--- src/rtl/timer_pkg.sv ---
// Shared definitions for the timer_bank peripheral: register map offsets,
// channel window geometry, CTRL bit positions, the decoded bus request and
// a byte-enable expander used by every byte-writable register.
package timer_pkg;

  // Global register offsets (data_addr[11:0])
  localparam logic [11:0] REG_GCTRL    = 12'h000;
  localparam logic [11:0] REG_PRESCALE = 12'h004;
  localparam logic [11:0] REG_STATUS   = 12'h008;
  localparam logic [11:0] REG_IRQ_MASK = 12'h00C;

  // Channel window: channel n lives at CH_BASE + CH_STRIDE*n
  localparam logic [11:0] CH_BASE   = 12'h100;
  localparam int          CH_STRIDE = 16;

  // Offsets inside one channel window
  localparam logic [3:0] CH_COUNT   = 4'h0;
  localparam logic [3:0] CH_COMPARE = 4'h4;
  localparam logic [3:0] CH_CTRL    = 4'h8;

  // CTRL bit indices
  localparam int CTRL_EN       = 0;
  localparam int CTRL_PERIODIC = 1;

  typedef struct packed {
    logic        we;
    logic [3:0]  be;
    logic [11:0] off;
    logic [31:0] wdata;
  } bus_req_t;

  // Expand 4 byte enables into a 32-bit write mask.
  function automatic logic [31:0] be_mask(input logic [3:0] be);
    logic [31:0] m;
    for (int b = 0; b < 4; b++) m[8*b +: 8] = {8{be[b]}};
    return m;
  endfunction

endpackage

--- src/rtl/timer_bank_channel.sv ---
// One timer channel: COUNT, COMPARE and CTRL registers plus match/reload.
// Ports:
//   clk, rst         clock, async active-low reset
//   tick_i           shared prescaler tick (already gated by global run)
//   wr_*_i           bus write strobes for this channel's registers
//   wdata_i/bmask_i  bus write data and expanded byte-enable mask
//   count_o/cmp_o    current COUNT / COMPARE
//   ctrl_o           {periodic, en}
//   set_o            one-cycle pulse: a match happened on this tick
module timer_bank_channel
  import timer_pkg::*;
#(
  parameter int CNT_WIDTH = 32
) (
  input  logic                 clk,
  input  logic                 rst,
  input  logic                 tick_i,
  input  logic                 wr_count_i,
  input  logic                 wr_cmp_i,
  input  logic                 wr_ctrl_i,
  input  logic [31:0]          wdata_i,
  input  logic [31:0]          bmask_i,
  output logic [CNT_WIDTH-1:0] count_o,
  output logic [CNT_WIDTH-1:0] cmp_o,
  output logic [1:0]           ctrl_o,
  output logic                 set_o
);

  logic [CNT_WIDTH-1:0] count_q, count_d, cmp_q, cmp_d;
  logic [1:0]           ctrl_q, ctrl_d;
  logic                 hit, match;

  assign hit   = tick_i & ctrl_q[CTRL_EN];
  assign match = (count_q == cmp_q);
  assign set_o = hit & match;

  always_comb begin
    count_d = count_q;
    cmp_d   = cmp_q;
    ctrl_d  = ctrl_q;
    if (hit) begin
      if (match) begin
        if (ctrl_q[CTRL_PERIODIC]) count_d = '0;
        else                       ctrl_d[CTRL_EN] = 1'b0;
      end else begin
        count_d = count_q + 1'b1;   // natural wrap at 2^CNT_WIDTH
      end
    end
    // Bus writes are applied last so they win over a same-cycle tick.
    if (wr_count_i) count_d = CNT_WIDTH'((32'(count_q) & ~bmask_i) | (wdata_i & bmask_i));
    if (wr_cmp_i)   cmp_d   = CNT_WIDTH'((32'(cmp_q) & ~bmask_i) | (wdata_i & bmask_i));
    if (wr_ctrl_i)  ctrl_d  = wdata_i[1:0];
  end

  always_ff @(posedge clk or negedge rst) begin
    if (!rst) begin
      count_q <= '0;
      cmp_q   <= '1;
      ctrl_q  <= '0;
    end else begin
      count_q <= count_d;
      cmp_q   <= cmp_d;
      ctrl_q  <= ctrl_d;
    end
  end

  assign count_o = count_q;
  assign cmp_o   = cmp_q;
  assign ctrl_o  = ctrl_q;

endmodule

--- src/rtl/timer_bank.sv ---
// Multi-channel timer peripheral on the req/gnt/rvalid data bus.
// Holds bus decode, shared prescaler, STATUS/IRQ_MASK, the irq register and
// the read mux; NUM_CH timer_bank_channel instances do the counting.
// Ports:
//   clk, rst                      clock, async active-low reset
//   data_req/we/be/addr/wdata     bus request
//   data_gnt/rvalid/rdata         bus response
//   irq                           registered |(status & mask)
module timer_bank
  import timer_pkg::*;
#(
  parameter int          NUM_CH    = 4,
  parameter int          CNT_WIDTH = 32,
  parameter int          PRE_WIDTH = 16,
  parameter logic [19:0] BASE_ADDR = 20'h00021
) (
  input  logic        clk,
  input  logic        rst,
  input  logic        data_req,
  input  logic        data_we,
  input  logic [3:0]  data_be,
  input  logic [31:0] data_addr,
  input  logic [31:0] data_wdata,
  output logic        data_gnt,
  output logic        data_rvalid,
  output logic [31:0] data_rdata,
  output logic        irq
);

  bus_req_t req;
  logic     accept, wr, rd, busy_q, irq_q, run_q, tick;
  logic     wr_gctrl, wr_pre, wr_stat, wr_mask;
  logic [1:0]  vld_pipe_q;             // [0] gnt, [1] rvalid
  logic [31:0] rdata_q, rd_val, bmask;
  logic [PRE_WIDTH-1:0] prescale_q, pre_q;
  logic [NUM_CH-1:0] status_q, status_d, mask_q, clr, ch_set;
  logic [NUM_CH-1:0] ch_hit, wr_cnt, wr_cmp, wr_ctl;
  logic [NUM_CH-1:0][CNT_WIDTH-1:0] ch_count, ch_cmp;
  logic [NUM_CH-1:0][1:0]           ch_ctrl;

  assign req = '{we: data_we, be: data_be, off: data_addr[11:0], wdata: data_wdata};

  // busy_q keeps a held req from being accepted again: an access ends only
  // when the master drops req.
  assign accept = data_req & (data_addr[31:12] == BASE_ADDR) & ~vld_pipe_q[0] & ~busy_q;
  assign wr     = accept & req.we;
  assign rd     = accept & ~req.we;
  assign bmask  = be_mask(req.be);

  assign wr_gctrl = wr & (req.off == REG_GCTRL) & req.be[0];
  assign wr_pre   = wr & (req.off == REG_PRESCALE);
  assign wr_stat  = wr & (req.off == REG_STATUS) & req.be[0];
  assign wr_mask  = wr & (req.off == REG_IRQ_MASK);

  assign tick = run_q & (pre_q == prescale_q);

  genvar n;
  generate
    for (n = 0; n < NUM_CH; n++) begin : g_ch
      assign ch_hit[n] = ((req.off & 12'hFF0) == CH_BASE + 12'(CH_STRIDE * n));
      assign wr_cnt[n] = wr & ch_hit[n] & (req.off[3:0] == CH_COUNT);
      assign wr_cmp[n] = wr & ch_hit[n] & (req.off[3:0] == CH_COMPARE);
      assign wr_ctl[n] = wr & ch_hit[n] & (req.off[3:0] == CH_CTRL) & req.be[0];

      timer_bank_channel #(.CNT_WIDTH(CNT_WIDTH)) u_ch (
        .clk       (clk),
        .rst       (rst),
        .tick_i    (tick),
        .wr_count_i(wr_cnt[n]),
        .wr_cmp_i  (wr_cmp[n]),
        .wr_ctrl_i (wr_ctl[n]),
        .wdata_i   (req.wdata),
        .bmask_i   (bmask),
        .count_o   (ch_count[n]),
        .cmp_o     (ch_cmp[n]),
        .ctrl_o    (ch_ctrl[n]),
        .set_o     (ch_set[n])
      );
    end
  endgenerate

  // Hardware set is OR-ed after the W1C clear so it wins a collision.
  assign clr      = wr_stat ? req.wdata[NUM_CH-1:0] : '0;
  assign status_d = (status_q & ~clr) | ch_set;

  always_comb begin
    rd_val = '0;
    case (req.off)
      REG_GCTRL:    rd_val = {31'b0, run_q};
      REG_PRESCALE: rd_val = 32'(prescale_q);
      REG_STATUS:   rd_val = 32'(status_q);
      REG_IRQ_MASK: rd_val = 32'(mask_q);
      default:      ;
    endcase
    for (int i = 0; i < NUM_CH; i++) begin
      if (ch_hit[i]) begin
        case (req.off[3:0])
          CH_COUNT:   rd_val = 32'(ch_count[i]);
          CH_COMPARE: rd_val = 32'(ch_cmp[i]);
          CH_CTRL:    rd_val = {30'b0, ch_ctrl[i]};
          default:    ;
        endcase
      end
    end
  end

  always_ff @(posedge clk or negedge rst) begin
    if (!rst) begin
      vld_pipe_q <= '0;
      busy_q     <= 1'b0;
      rdata_q    <= '0;
      irq_q      <= 1'b0;
      run_q      <= 1'b0;
      prescale_q <= '0;
      pre_q      <= '0;
      status_q   <= '0;
      mask_q     <= '0;
    end else begin
      vld_pipe_q <= {vld_pipe_q[0], accept};
      irq_q      <= |(status_q & mask_q);
      status_q   <= status_d;
      if (accept)         busy_q <= 1'b1;
      else if (!data_req) busy_q <= 1'b0;
      if (rd)       rdata_q <= rd_val;
      if (wr_gctrl) run_q   <= req.wdata[0];
      if (wr_pre)   prescale_q <= PRE_WIDTH'((32'(prescale_q) & ~bmask) | (req.wdata & bmask));
      if (wr_mask)  mask_q     <= NUM_CH'((32'(mask_q) & ~bmask) | (req.wdata & bmask));
      if (wr_pre || tick) pre_q <= '0;
      else if (run_q)     pre_q <= pre_q + 1'b1;
    end
  end

  assign data_gnt    = vld_pipe_q[0];
  assign data_rvalid = vld_pipe_q[1];
  assign data_rdata  = rdata_q;
  assign irq         = irq_q;

endmodule

--- config.mk ---
export PLATFORM = sky130hd
export DESIGN_NAME = timer_bank
export DESIGN_NICKNAME = d
export VERILOG_FILES = /design/src/rtl/timer_pkg.sv /design/src/rtl/timer_bank_channel.sv /design/src/rtl/timer_bank.sv
export SDC_FILE = /design/constraint.sdc
export NUM_CORES = 1
export LEC_CHECK = 0
export CORE_ASPECT_RATIO = 0.8
export CORE_MARGIN = 3
export CORE_UTILIZATION = 40
export DETAILED_ROUTE_END_ITERATION = 8
export PLACE_DENSITY = 0.64
export SKIP_CTS_REPAIR_TIMING = 1
export SLEW_MARGIN = 5
export SYNTH_ARGS = -nofsm -noshare
export SYNTH_HDL_FRONTEND = slang
export SYNTH_HIERARCHICAL = 1
export SYNTH_SLANG_ARGS = --single-unit
export TNS_END_PERCENT = 5
--- constraint.sdc ---
create_clock -name clk -period 4.3 [get_ports clk]
set_input_delay 0.86 -clock clk [delete_from_list [all_inputs] [get_ports clk]]
set_output_delay 0.86 -clock clk [all_outputs]
set_load 0.1 [all_outputs]
==> results of run 1 <==
-- power groups by stage --
stage	Combinational, uW	Clock [uW]	Sequential, uW
after global placement	481	0	3270
after CTS	489	3580	3210
after global routing	523	3710	3210
after floorplan	131	0	3270
final	498	3520	3210
after detailed placement	486	0	3270
-- area by class of cell --
| class | instances | share of cell area (%) |
|---|---|---|
| clock buffers | 55 | 4.160 |
| well taps | 769 | 3.516 |
| clock inverters | 17 | 0.6583 |
| multi-input cells | 2045 | 51.44 |
| flip-flops and latches | 341 | 31.76 |
| inverters | 96 | 1.317 |
| repair buffers | 196 | 7.145 |
-- worst max-delay path by stage --
| stage | start | end | slack (ns) | cells past startpoint |
|---|---|---|---|---|
| after floorplan | data_addr[19] | flip-flop | 0.57 | 12 |
| after global placement | data_addr[19] | flip-flop | 0.19 | 12 |
| after detailed placement | data_addr[19] | flip-flop | 0.20 | 12 |
| after CTS | data_addr[19] | flip-flop | 0.77 | 13 |
| after global routing | data_addr[19] | flip-flop | 0.56 | 12 |
| final | data_addr[19] | flip-flop | 0.70 | 12 |
-- through the flow --
stage	hold slack (ns)	setup slack (ns)	instances	total power, uW
6_report	0.2561	0.6963	3519	7234
5_1_grt	0.2926	0.5607	3519	7448
4_1_cts	0.2702	0.7670	3519	7287
3_5_place_dp	0.4246	0.1995	3447	3755
3_3_place_gp	0.4244	0.1918	3447	3750
2_1_floorplan	0.4676	0.5725	2652	3401
-- worst reg2reg max path, cell delays in order, from the launching register on --
cell and delay, ns:
dfrtp_1 0.49, xnor2_1 0.53, nand4_1 0.27, nor4_4 0.53, nand2_1 0.60, a221oi_1 0.50, a21oi_1 0.12
-- cells by family (layout without fill, tap and decap cells) --
family          count (synthesis)  after routing  synth area share (%)
simple gates                  923            923                 19.64
mux                           274            274                 13.41
fa+ha+maj                       5              5                0.2617
compound gates                628            628                 17.12
flops                         341            341                 36.37
xor+xnor                      215            215                 7.877
buf+inv                       266            364                 5.328
-- placed cells by master, fill, tap and decap left out, types with 96 or more instances in the layout --
cell type,n
xnor2_1,178
a21oi_1,170
dfstp_2,128
nand2_1,368
mux2_2,171
dfrtp_1,213
o21ai_0,141
nor2_1,124
inv_1,96
clkdlybuf4s50_1,99
-- per-layer routing --
metal / up-vias / global-route usage, % / wire [um]
met5: - / 0 / 26
met2: 1024 / 41.52 / 38750
met1: 11050 / 40.55 / 39750
li1: 9729 / - / -
met3: 131 / 5.365 / 8282
met4: 4 / 7.604 / 2421
==> results by group, run 1 <==
Run status
  • Outcome: complete, no violations

Synth
  • Syn nets: 2,729
  • Top cell type's share of synthesized area: 22.30%
  • Most frequent cell after synthesis: nand2_1
  • Top cells by instance count after synthesis: 368 x nand2_1, 213 x dfrtp_1, 178 x xnor2_1
  • Post-synth EDFFs: 0
  • Most used DFF post-synth: dfrtp_1
  • Largest cells by area after synthesis: dfrtp_1 22%, dfstp_2 14%, mux2_2 8.1%
  • Cell taking the most area after synthesis: dfrtp_1
  • Register area share after synthesis: between 30% and 40%
  • Async set-reset flop share out of synthesis: 100.0%
  • Avg Synthesized Cell Area: 9.014 um^2
  • Netlist cell types: 80
  • Warnings, synthesis: 6
  • Syn Std Cell Area: 23,910 um^2
  • Synth Instances: 2,652
  • FF+latch count, synth: roughly 340

Cells and area
  • Fill cells: 5,546
  • P&R area growth vs syn: 14.49%
  • ANT cells: 0
  • Fin nets: 2,797
  • Multi-input logic area: 14,080 um^2
  • Design area: 27,370 um^2
  • Register area: 8693 um^2
  • Share of layout cells above drive strength 1: about a fifth
  • Post-route core utilization: 46.69%

Floorplan
  • Die area: 62,750 um^2
  • Row cnt: 79
  • Number of top-level pins: 107
  • CORE AREA: 58,620 um^2
  • Die W: around 280 um
  • Starting Density: about two fifths
  • Die Y: around 220 um

Setup path
  • Crit path DAT: just over 4 ns
  • CP Max Fanout: 43
  • Crit path max-delay family: simple AND/OR/NAND/NOR gates
  • Max incr delay on CP: 0.54 ns
  • Slowest stage cell, crit path: or4b_1
  • Kind of critical path: in -> reg
  • Critical Path Start Type: input port
  • Crit-path cells: clkdlybuf4s50_1, or4b_1, or3_1, nor4_2, nand3b_1, buf_4, nor2_4, nor2_1, a32oi_4, buf_12, a21boi_0, o21ai_0
  • Worst path bufs/invs: 3
  • Critical Path RT: 4.74 ns
  • Worst Reg-to-Reg Cells: 6
  • R2R Setup Slk: between 1 and 1.5 ns
  • CP Capture Type: flip-flop

Clock tree
  • CTS Buf Count: 40
  • CTS clk-pin slew, worst paths: 0.06 ns
  • CTS Buffer Depth: 3
  • CTS tree: done
  • H-tree levels: 2
  • Clock root buffer: clkbuf_16
  • CTS Sinks: 341
  • Worst-skew pair later-pin latency: 0.57 ns

Worst hold path
  • Worst Hold Class: in -> async

Detailed routing
  • Final Routed Wirelength: 89.23 mm
  • DRC: 0
  • Vias: 21,940
  • ANT nets after route: 0
  • Starting DRT DRC Count: 2,670
  • Vias/cell: 6.234
  • Pre-Repair DR Iteration Count: 5
  • Drt wl/cell: ~25 um

Placement
  • Post-DP Area: 26,040 um^2
  • Dpl hpwl: 64.26 mm
  • Final GP Congestion: a little over 0.9
  • IO buf count: 106

Timing
  • Final setup fails: 0
  • Post-route setup TNS: 0 ns
  • Pins over their slew limit: 0
  • Minimum clock period: 3.604 ns
  • Skew final: 0.01499 ns
  • Final period utilization: 83.81%
  • Worst Tran Pin Value: 1.320 ns
  • F_max: 0.2775 GHz
  • RSZ-0062 raised after global routing: no
  • Max_slew headroom: 11.97%
  • Hold Violations, Final: 0

Power
  • Clock power share: between 40% and 50%
  • Pwr Density: around 260 nW/um^2
  • Worst vdd ir: about 0.22 mV
  • Switching power: around 1800 uW
  • Switching Fraction: 25.35%
  • Leak: 0.01054 uW
  • Comb power frac: 6.9%
  • Sequential power share: 44.4%
  • Cell Int Power: 5401 uW

GRT
  • Gr ovfl total: 0
  • Vias in the first global route: around 20,000
  • Pin count of the biggest net entering global routing: 85
  • Initial antenna violation count: 3
  • Total global-route track usage: 27.64%
  • Global-route wire length before repair: 132.9 mm

Flow run
  • Max cap viols: 0
No activity file was read; power rests on OpenSTA's default activity.
==> run 2: changes to the inputs <==
==> constraint.sdc (replaced) <==
create_clock -name clk -period 3.7 [get_ports clk]
set_input_delay 0.74 -clock clk [delete_from_list [all_inputs] [get_ports clk]]
set_output_delay 0.74 -clock clk [all_outputs]
set_load 0.1 [all_outputs]
==> results by group, run 2 (synthesis gave the netlist of run 1 again) <==
Power
  • Switching Fraction: 25.52% (+0.17 points)
  • Leak: 0.01084 uW (+2.9%)
  • Comb power frac: 7.1% (+0.2 points)
  • Cell Int Power: 6221 uW (+15%)
  • Worst vdd ir: 0.2509 mV (+16%)
  • Sequential power share: 44.7% (+0.3 points)
  • Switching power: 2132 uW (+16%)
  • Clock power share: 48.2% (-0.5 points)
  • Pwr Density: 300.4 nW/um^2 (+14%)

Cells and area
  • Commonest non-fill, non-tap cells in the layout: 368 x nand2_1, 213 x dfrtp_1, 178 x xnor2_1, 171 x mux2_2, 170 x a21oi_1
  • Most common cell after layout, fill and taps aside: nand2_1
  • Design area: 27,810 um^2 (+1.6%)
  • P&R area growth vs syn: 16.31%
  • Share of layout cells above drive strength 1: 22.83% (+1.7 points)
  • ANT cells: 0 (unchanged)
  • Fin nets: 2,862 (+2.3%)
  • Post-route core utilization: 47.44% (+0.75 points)

Worst hold path
  • Worst Hold Class: in -> async

GRT
  • Initial antenna violation count: 3 (unchanged)
  • Pin count of the biggest net entering global routing: 97 (+14%)
  • Global-route wire length before repair: 137.2 mm (+3.3%)
  • Total global-route track usage: 28.53% (+0.89 points)
  • Vias in the first global route: 21,450 (+4.3%)
  • Gr ovfl total: 0 (unchanged)

Setup path
  • Critical Path RT: 4.20 ns (-0.54 ns)
  • Crit path DAT: 3.92 ns (-0.12 ns)
  • CP Max Fanout: 12 (-72%)
  • R2R Setup Slk: 0.57 ns (-0.57 ns)
  • CP Capture Type: flip-flop
  • Critical Path Start Type: input port
  • Kind of critical path: in -> reg
  • Critical path startpoint: data_addr[19]
  • Worst Reg-to-Reg Cells: 6 (unchanged)

Floorplan
  • Die area: 62,750 um^2 (unchanged)
  • Die W: 279.3 um (unchanged)
  • Row cnt: 79 (unchanged)
  • Number of top-level pins: 107 (unchanged)
  • CORE AREA: 58,620 um^2 (unchanged)
  • Starting Density: 40.78% (unchanged)
  • Die Y: 224.7 um (unchanged)

Detailed routing
  • DRC: 0 (unchanged)
  • Vias/cell: 6.230 (about the same)
  • Final Routed Wirelength: 91.52 mm (+2.6%)
  • Pre-Repair DR Iteration Count: 5 (unchanged)
  • Vias: 22,310 (+1.7%)
  • Drt wl/cell: 25.56 um (+0.79%)
  • ANT nets after route: 0 (unchanged)
  • Starting DRT DRC Count: 3,000 (+12%)

Timing
  • Pins over their slew limit: 0 (unchanged)
  • Minimum clock period: approximately 3.4 ns
  • RSZ-0062 raised after global routing: no
  • Skew final: 0.01951 ns (+0.004519 ns)
  • Hold Violations, Final: 0 (unchanged)
  • Max_slew headroom: 22.32% (+10 points)
  • Worst Tran Pin Value: 1.162 ns (-0.1588 ns)
  • Final period utilization: 92.65%
  • F_max: 0.2917 GHz
  • Final setup fails: 0 (unchanged)

Clock tree
  • CTS Sinks: 341 (unchanged)
  • H-tree levels: 2 (unchanged)
  • Clock root buffer: clkbuf_16
  • CTS Buffer Depth: 3 (unchanged)
  • CTS tree: done
  • Worst-skew pair later-pin latency: 0.57 ns (about the same)
  • CTS Buf Count: 40 (unchanged)
  • CTS clk-pin slew, worst paths: 0.06 ns (about the same)

Placement
  • IO buf count: 106 (unchanged)
  • Post-DP Area: 26,530 um^2 (+1.9%)
  • Final GP Congestion: 0.9815 (+5.5%)
  • Dpl hpwl: 66.21 mm (+3.0%)

Flow run
  • Max cap viols: 0 (unchanged)

Run status
  • Outcome: complete, no violations
run 2: worst min path at each step:
| stage | start | endpoint | cells past startpoint |
|---|---|---|---|
| finish | rst | asynchronous set/reset pin | 1 |
| global route | rst | asynchronous set/reset pin | 1 |
| CTS | rst | asynchronous set/reset pin | 1 |
| detailed placement | vld_pipe_q[0]$_DFF_PN0_ | vld_pipe_q[1]$_DFF_PN0_ | 0 |
| global placement | vld_pipe_q[0]$_DFF_PN0_ | vld_pipe_q[1]$_DFF_PN0_ | 0 |
| floorplan | rst | asynchronous set/reset pin | 0 |
run 2: worst max-delay path: stages:
cell and delay, ns:
clkdlybuf4s50_1 0.40, or4b_1 0.55, or3_1 0.37, nor4_2 0.32, nand3b_1 0.13, buf_4 0.21, nor2_4 0.21, nor2_1 0.10
buf_4 0.16, a31oi_4 0.25, buf_4 0.23, a31oi_1 0.11, a31oi_1 0.14
run 2: metrics by stage:
step,hold slack [ns],power [uW],setup slack (ns),TNS (ns),cells
global route,0.2928,8595,0.09744,0,3581
CTS,0.2667,8397,0.3156,0,3581
floorplan,0.4444,3952,0.09246,0,2652
finish,0.2443,8353,0.2718,0,3581
global placement,0.4168,4370,-0.1257,-5.303,3512
detailed placement,0.4242,4379,-0.2458,-28.08,3512
run 2: cell type report:
| type | instances | area (um^2) |
|---|---|---|
| fillers | 5496 | 30810 |
| flip-flops and latches | 341 | 8693 |
| clock buffers | 58 | 1160 |
| well taps | 769 | 962.2 |
| inverters | 96 | 360.3 |
| multi-input cells | 2045 | 14080 |
| clock inverters | 11 | 110.1 |
| repair buffers | 261 | 2441 |
run 2: power by group through the flow:
stage          logic [uW]  registers (uW)  clock network [uW]
2_1_floorplan         152            3800                   0
3_3_place_gp          571            3800                   0
3_5_place_dp          580            3800                   0
4_1_cts               583            3740                4080
5_1_grt               624            3730                4240
6_report              594            3740                4020
run 2: layer usage:
layer	vias up	GRT usage [%]	wire length (um)
met4	0	8.755	2751
met5	-	0	0
met1	11160	40.74	39320
li1	9864	-	-
met2	1124	42.92	39960
met3	157	6.631	9491
